$ cat config.mk
export PLATFORM = sky130hd
export DESIGN_NAME = glitch_pulse_gen
export DESIGN_NICKNAME = d
export VERILOG_FILES = /design/src/rtl/glitch_pulse_gen.sv
export SDC_FILE = /design/constraint.sdc
export NUM_CORES = 1
export LEC_CHECK = 0
export BUFFER_PORTS_ARGS = -buffer_cell sky130_fd_sc_hd__clkbuf_2
export CORE_MARGIN = 2
export CORE_UTILIZATION = 42
export CTS_BUF_LIST = sky130_fd_sc_hd__clkbuf_8
export DETAILED_ROUTE_END_ITERATION = 16
export PLACE_DENSITY = 0.75
export SLEW_MARGIN = 5
export SYNTH_ARGS = -nofsm -noshare
export SYNTH_HDL_FRONTEND = slang
export SYNTH_SLANG_ARGS = --single-unit
$ cat constraint.sdc
create_clock -name clk_i -period 2.9 [get_ports clk_i]
set_input_delay 0.29 -clock clk_i [delete_from_list [all_inputs] [get_ports clk_i]]
set_output_delay 0.29 -clock clk_i [all_outputs]
set_load 0.01 [all_outputs]
$ cat src/rtl/glitch_pulse_gen.sv
// Glitch pulse generator: synchronises an asynchronous trigger and, once armed,
// waits a latched delay and then emits a train of pulses of latched width, count
// and spacing on a registered output.
module glitch_pulse_gen #(
  parameter int unsigned WIDTH       = 32,
  parameter int unsigned SYNC_STAGES = 2
) (
  input  logic             clk_i,
  input  logic             rst_i,
  input  logic             arm_i,
  input  logic             abort_i,
  input  logic             trigger_i,
  input  logic [WIDTH-1:0] delay_i,
  input  logic [WIDTH-1:0] width_i,
  input  logic [WIDTH-1:0] gap_i,
  input  logic [WIDTH-1:0] repeat_i,
  output logic             glitch_o,
  output logic             busy_o,
  output logic             done_o
);

  typedef enum logic [2:0] {
    StIdle,
    StArmed,
    StDelay,
    StPulse,
    StGap,
    StDone
  } state_t;

  state_t                 r_state;
  state_t                 w_state_d;

  logic [SYNC_STAGES-1:0] r_sync;
  logic                   r_prev;
  logic                   w_det;

  logic [WIDTH-1:0]       r_cnt;
  logic [WIDTH-1:0]       w_cnt_d;
  logic [WIDTH-1:0]       r_pulses;
  logic [WIDTH-1:0]       w_pulses_d;
  logic [WIDTH-1:0]       w_pulses_inc;

  // Latched programming; width/gap stored minus one so a 0 request maps to 1 cycle
  logic [WIDTH-1:0]       r_delay;
  logic [WIDTH-1:0]       r_width_m1;
  logic [WIDTH-1:0]       r_gap_m1;
  logic [WIDTH-1:0]       r_repeat;
  logic                   w_latch;

  logic                   r_glitch;
  logic                   r_busy;
  logic                   r_done;

  // Rising edge of the synchronised trigger; prev tracks it in every state
  assign w_det        = r_sync[SYNC_STAGES-1] & ~r_prev;
  assign w_pulses_inc = r_pulses + WIDTH'(1);

  // Trigger synchroniser and edge register
  always_ff @(posedge clk_i) begin
    if (rst_i) begin
      r_sync <= '0;
      r_prev <= 1'b0;
    end else begin
      r_sync <= {r_sync[SYNC_STAGES-2:0], trigger_i};
      r_prev <= r_sync[SYNC_STAGES-1];
    end
  end

  // Capture the programming on an accepted arm
  always_ff @(posedge clk_i) begin
    if (rst_i) begin
      r_delay    <= '0;
      r_width_m1 <= '0;
      r_gap_m1   <= '0;
      r_repeat   <= '0;
    end else if (w_latch) begin
      r_delay    <= delay_i;
      r_width_m1 <= (width_i == '0) ? '0 : width_i - WIDTH'(1);
      r_gap_m1   <= (gap_i == '0) ? '0 : gap_i - WIDTH'(1);
      r_repeat   <= (repeat_i == '0) ? WIDTH'(1) : repeat_i;
    end
  end

  // Next-state, phase counter and pulse counter
  always_comb begin
    w_state_d  = r_state;
    w_cnt_d    = r_cnt;
    w_pulses_d = r_pulses;
    w_latch    = 1'b0;
    if (abort_i) begin
      w_state_d  = StIdle;
      w_cnt_d    = '0;
      w_pulses_d = '0;
    end else begin
      case (r_state)
        StIdle: begin
          if (arm_i) begin
            w_latch    = 1'b1;
            w_state_d  = StArmed;
            w_cnt_d    = '0;
            w_pulses_d = '0;
          end
        end
        StArmed: begin
          if (w_det) begin
            w_state_d = StDelay;
            w_cnt_d   = '0;
          end
        end
        StDelay: begin
          if (r_cnt == r_delay) begin
            w_state_d = StPulse;
            w_cnt_d   = '0;
          end else begin
            w_cnt_d = r_cnt + WIDTH'(1);
          end
        end
        StPulse: begin
          if (r_cnt == r_width_m1) begin
            w_cnt_d    = '0;
            w_pulses_d = w_pulses_inc;
            w_state_d  = (w_pulses_inc == r_repeat) ? StDone : StGap;
          end else begin
            w_cnt_d = r_cnt + WIDTH'(1);
          end
        end
        StGap: begin
          if (r_cnt == r_gap_m1) begin
            w_state_d = StPulse;
            w_cnt_d   = '0;
          end else begin
            w_cnt_d = r_cnt + WIDTH'(1);
          end
        end
        StDone: begin
          w_state_d  = StIdle;
          w_pulses_d = '0;
        end
        default: begin
          w_state_d  = StIdle;
          w_cnt_d    = '0;
          w_pulses_d = '0;
        end
      endcase
    end
  end

  // State, counters and outputs, all registered from the next state
  always_ff @(posedge clk_i) begin
    if (rst_i) begin
      r_state  <= StIdle;
      r_cnt    <= '0;
      r_pulses <= '0;
      r_glitch <= 1'b0;
      r_busy   <= 1'b0;
      r_done   <= 1'b0;
    end else begin
      r_state  <= w_state_d;
      r_cnt    <= w_cnt_d;
      r_pulses <= w_pulses_d;
      r_glitch <= (w_state_d == StPulse);
      r_busy   <= (w_state_d != StIdle);
      r_done   <= (w_state_d == StDone);
    end
  end

  assign glitch_o = r_glitch;
  assign busy_o   = r_busy;
  assign done_o   = r_done;

endmodule

* Yosys cells after proc, flatten, opt, wreduce, memory -nomap -nowiden *
Cells that the tools add are included.

word-level totals
  flip-flop bits (word level) = 201
  output and inout port bits = 3

cells by class
  $add $sub $neg = 4
  equality and inequality tests = 14
  mux-type cells = 22
  bitwise operators = 4
  reduce and logical (&&, ||, !) cells = 9

operators with widths
  kind                                                                    number
  32-bit 2-to-1 mux                                                       9
  32-bit one-hot mux with 6 select lines                                  1
  32-bit equality test                                                    4
  32-bit logical NOT                                                      3
  32-bit one-hot mux with 3 select lines                                  1
  32-bit by 1-bit adder with 32-bit output (second input constant)        2
  32-bit by 1-bit subtractor with 32-bit output (second input constant)   2
  3-bit 2-to-1 mux                                                        6
  3-bit one-hot mux with 5 select lines                                   1
  3-bit by 2-bit equality test with 1-bit output (second input constant)  3
  3-bit equality test (second input constant)                             3
  2-bit inequality test (second input constant)                           3
  3-bit AND reduction                                                     2
  1-bit 2-to-1 mux                                                        4
  3-bit by 1-bit equality test with 1-bit output (second input constant)  1
  3-bit logical NOT                                                       1
  1-bit inverter                                                          3
  3-bit nonzero test                                                      1
  3-bit OR reduction                                                      1
  2-bit OR reduction                                                      1
  1-bit bitwise AND                                                       1

* Depth between registers and ports, before layout *
  word-level depth = 7
  depth in mapped cells = 11
  depth with buffers taken out = 10

* Worst setup path after synthesis *
No wires, ideal clock.

  path kind = register -> register
  start = reg r_pulses[0]
  end = reg r_done, in the netlist done_o
  setup time = 0.078 ns
  arrival = 2.739 ns
  required time = 2.822 ns
  setup slack = 0.083 ns
  stages on the path, launching flop included = 10
  buffers on the path = 0
  cells stage by stage = dfxtp_1 ha_1 nand3_1 nor2_1 or4b_2 xnor2_1 or4_1 nor4_1 a31oi_1 nor3_1

between the ends
  longest elaborated chain between the ends = 7

RTL lines
  item                                      RTL line  text
  start, declared                           40        logic [WIDTH-1:0] r_pulses;
  start signal, assigned                    161       r_pulses <= w_pulses_d;
  32-bit by 1-bit adder with 32-bit output  57        assign w_pulses_inc = r_pulses + WIDTH'(1);
  32-bit equality test                      123       w_state_d = (w_pulses_inc == r_repeat) ? StDone : StGap;
  1-bit 2-to-1 mux                          123
  3-bit 2-to-1 mux                          120       if (r_cnt == r_width_m1) begin
  3-bit one-hot mux with 5 select lines     96        case (r_state)
  3-bit 2-to-1 mux                          91        if (abort_i) begin
  3-bit equality test                       164       r_done <= (w_state_d == StDone);
  end signal, assigned                      164
  end, declared                             53        logic r_done;

Every way passes these cells.
A chain may end at the register's enable or synchronous reset.

* Final worst setup path *
Same ends and word-level chain as after synthesis.

==> results.json <==
{
  "die_w_microns": 166,
  "ff2ff_setup_slack_ps": 200,
  "dr.pass1.iters": 7,
  "route.vias.total": 10900,
  "numCtsBuffers": 36,
  "crit_path_end_kind": "register",
  "syn_nets": 1562,
  "core_sq_um": 25900,
  "yosysWarnings": 0,
  "ir_worst_vdd_mv": 0.365,
  "grt_setup_unrepaired": "no",
  "hpwl_mm": 24.7,
  "synth-seq-cells": 201,
  "powerDensity_nw_per_um2": 471,
  "grt_overflow": 0,
  "path_delay_family": "simple AND/OR/NAND/NOR gates",
  "crit_chain": "ha_1 > buf_4 > nand2_1 > nor3_1 > and4_1 > xnor2_1 > or4_1 > nor4_4 > a31oi_2 > nor3_1",
  "clock.fmax_mhz": 371,
  "fillers": 2346,
  "r2r_end": "done_o",
  "synth-edff-count": 0,
  "area_growth_pct": 24.1,
  "synth_compound_area_frac": 0.131,
  "fin_ws_ps": 203,
  "synthTopCellsByArea": "dfxtp_1, xor2_1, nand2_1",
  "status": "finished, final reports clean",
  "pre_cts_ws_ps": 63.3,
  "synth-async-reset-ratio": 0,
  "cp.required_ps": 3330,
  "slowest_stage": "or4_1",
  "clockBufferDepth": 3,
  "synth_flop_cell": "dfxtp_1",
  "finalMaxSlewViolations": 0,
  "switchingPower_mw": 1.69,
  "clock_sink_count": 201,
  "p_sw_frac": 0.263,
  "syn_area_sq_um": 11000,
  "n_antenna_cell": 0,
  "clk_pin_slew_worst_paths_ps": 60,
  "via_per_inst": 5.49,
  "worstHoldStart": "repeat_i[4]",
  "fin_nets": 1765,
  "fin_crit_sh": 0.930,
  "htreeDepth": 2,
  "hold_depth": 3,
  "layout_common_cells": "nand2_1, dfxtp_1, nor2_1",
  "gr-usage-all-layers": 0.239,
  "p_leak_nw": 5.75,
  "critPathArrivalTime_ps": 3120,
  "synth_fa_ha_area_frac": 0.00455,
  "cpMostUsedCell": "nor3_1",
  "post_cts_buffers": 0,
  "remaining_drc_errors": 0,
  "synth_top_area_cell": "dfxtp_1",
  "port_buffers": 135,
  "wl_mm": 33.7,
  "cts_root_buffer": "clkbuf_8",
  "clkPwrFrac": 0.433,
  "tns_ps": 0,
  "synth_cell_type_count": 65,
  "netlist.area_leader.share": 0.366,
  "die_area_sq_um": 27500,
  "period_needed_ps": 2700,
  "final_antenna_net_count": 0,
  "r2r-start": "r_pulses[0]",
  "cp.buffers_inverters": 1,
  "routabilityCongestion": 0.976,
  "rows": 59,
  "seq_power_share": 0.456,
  "hold_path_class": "in2reg",
  "p_int_mw": 4.74,
  "synth_top_family_by_area": "simple AND/OR/NAND/NOR gates",
  "slew_headroom": 0.474,
  "layout-drive-gt1-share": 0.192,
  "wire_per_inst_microns": 16.9,
  "fp.dieH_microns": 166,
  "ys_seq_area_frac": 0.366,
  "cap_violations": 0,
  "clk_latency_ps": 540,
  "io_pins": 136,
  "grt_pass1_vias": 10600,
  "grt_max_degree": 58,
  "layout_commonest_cell": "nand2_1",
  "start_util": 0.425,
  "combPwrFrac": 0.111,
  "grt_pass1_wl_mm": 54.3,
  "syn_avg_cell_area_sq_um": 7.72,
  "drtIter0Drc": 862,
  "r2r_cells": 10,
  "hold_viol": 0,
  "cts_tree": "done",
  "synth_cells": 1425,
  "crit_path_start_kind": "register",
  "fin_worst_skew_ps": 37.0,
  "synth-xor-area-share": 0.184,
  "worstSetupPathType": "reg2reg",
  "final-setup-viol-count": 0,
  "antenna_found_initial": 0,
  "worst-path-stages": 10,
  "synthSimpleGateAreaFrac": 0.269,
  "cp_slowest_stage_delay_ps": 560,
  "tightest_slew_ps": 786,
  "synth_mux_area_frac": 0.00273,
  "hold_end": "r_repeat[4]",
  "cp_max_fo": 10
}
==> power groups by stage <==
stage	sequential, mW	combinational (mW)	clock [mW]
after floorplan	2.96	0.392	0
after global routing	2.94	0.787	2.94
after CTS	2.93	0.702	2.81
after detailed placement	2.99	0.654	0
after global placement	2.99	0.642	0
final	2.93	0.713	2.78
==> layout make-up <==
| type | instances | area [sq um] | area share |
|---|---|---|---|
| sequential | 201 | 4020 | 0.295 |
| multi-input combinational | 1102 | 6550 | 0.480 |
| clock inverter | 14 | 71.3 | 0.00522 |
| timing repair buffer | 268 | 1820 | 0.133 |
| tap | 335 | 419 | 0.0307 |
| inverter | 19 | 71.3 | 0.00522 |
| clock buffer | 51 | 702 | 0.0514 |
==> synth_stat cells, types with 16 or more instances <==
library cell  number
nand2_1          218
dfxtp_1          201
nor2_1           161
xor2_1           152
a21oi_1          118
clkbuf_1          90
xnor2_1           79
nor4_1            50
nand3_1           46
nor3_1            35
o21ai_0           35
nand4_1           33
a22oi_1           30
inv_1             19
and3_1            16
==> registers in the layout, summed over array words and instances (netlist names) <==
signal      count
r_cnt          32
done_o          1
r_repeat       32
r_prev          1
r_delay        32
r_gap_m1       32
glitch_o        1
busy_o          1
r_state         3
r_pulses       32
r_width_m1     32
r_sync          2
==> worst reg2reg max path, stage by stage (launching register included) <==
cell	delay, ps
dfxtp_1	340
ha_1	170
buf_4	180
nand2_1	120
nor3_1	210
and4_1	280
xnor2_1	90
or4_1	560
nor4_4	330
a31oi_2	150
nor3_1	170
==> how the worst max path moves through the flow <==
| stage | to | startpoint | slack, ps |
|---|---|---|---|
| 2_1_floorplan | done_o | r_pulses[0] | 80 |
| 3_3_place_gp | done_o | r_pulses[0] | 90 |
| 3_5_place_dp | done_o | r_pulses[0] | 60 |
| 4_1_cts | done_o | r_pulses[0] | 30 |
| 5_1_grt | done_o | r_pulses[14] | 40 |
| 6_report | done_o | r_pulses[0] | 200 |
==> logic make-up after synthesis <==
family | count (synthesis)
AOI/OAI and AO/OA | 239
buffers and inverters | 122
xor gates and xnor gates | 231
DFF | 201
adders and majority gates | 4
and+or+nand+nor | 625
muxes | 3
==> per-layer routing <==
layer  wire (microns)  vias to the layer above  global-route usage
li1                 -                     5314                   -
met1            14200                     5105               0.297
met2            16400                      403               0.421
met3             1970                       95              0.0384
met4             1070                        0              0.0824
met5                0                        -                   0
==> what timing repair did <==
| item | in CTS | in global routing |
|---|---|---|
| gates resized for setup | 0 | 5 |
| setup endpoints to repair | 0 | 3 |
| endpoints found under the hold margin | 41 | 0 |
| hold buffers | 41 | 0 |
==> per-stage QoR <==
stage | hold WS (ps) | cell area, sq um | power (mW) | utilization | cells
2_1_floorplan | 414 | 11000 | 3.35 | - | 1425
3_3_place_gp | 445 | 12400 | 3.63 | 0.480 | 1884
3_5_place_dp | 450 | 12400 | 3.64 | 0.480 | 1884
4_1_cts | 1.40 | 13600 | 6.44 | 0.526 | 1990
5_1_grt | 4.39 | 13700 | 6.67 | 0.527 | 1990
6_report | 12.6 | 13700 | 6.43 | 0.527 | 1990
Power figures use the tool's default switching activity.
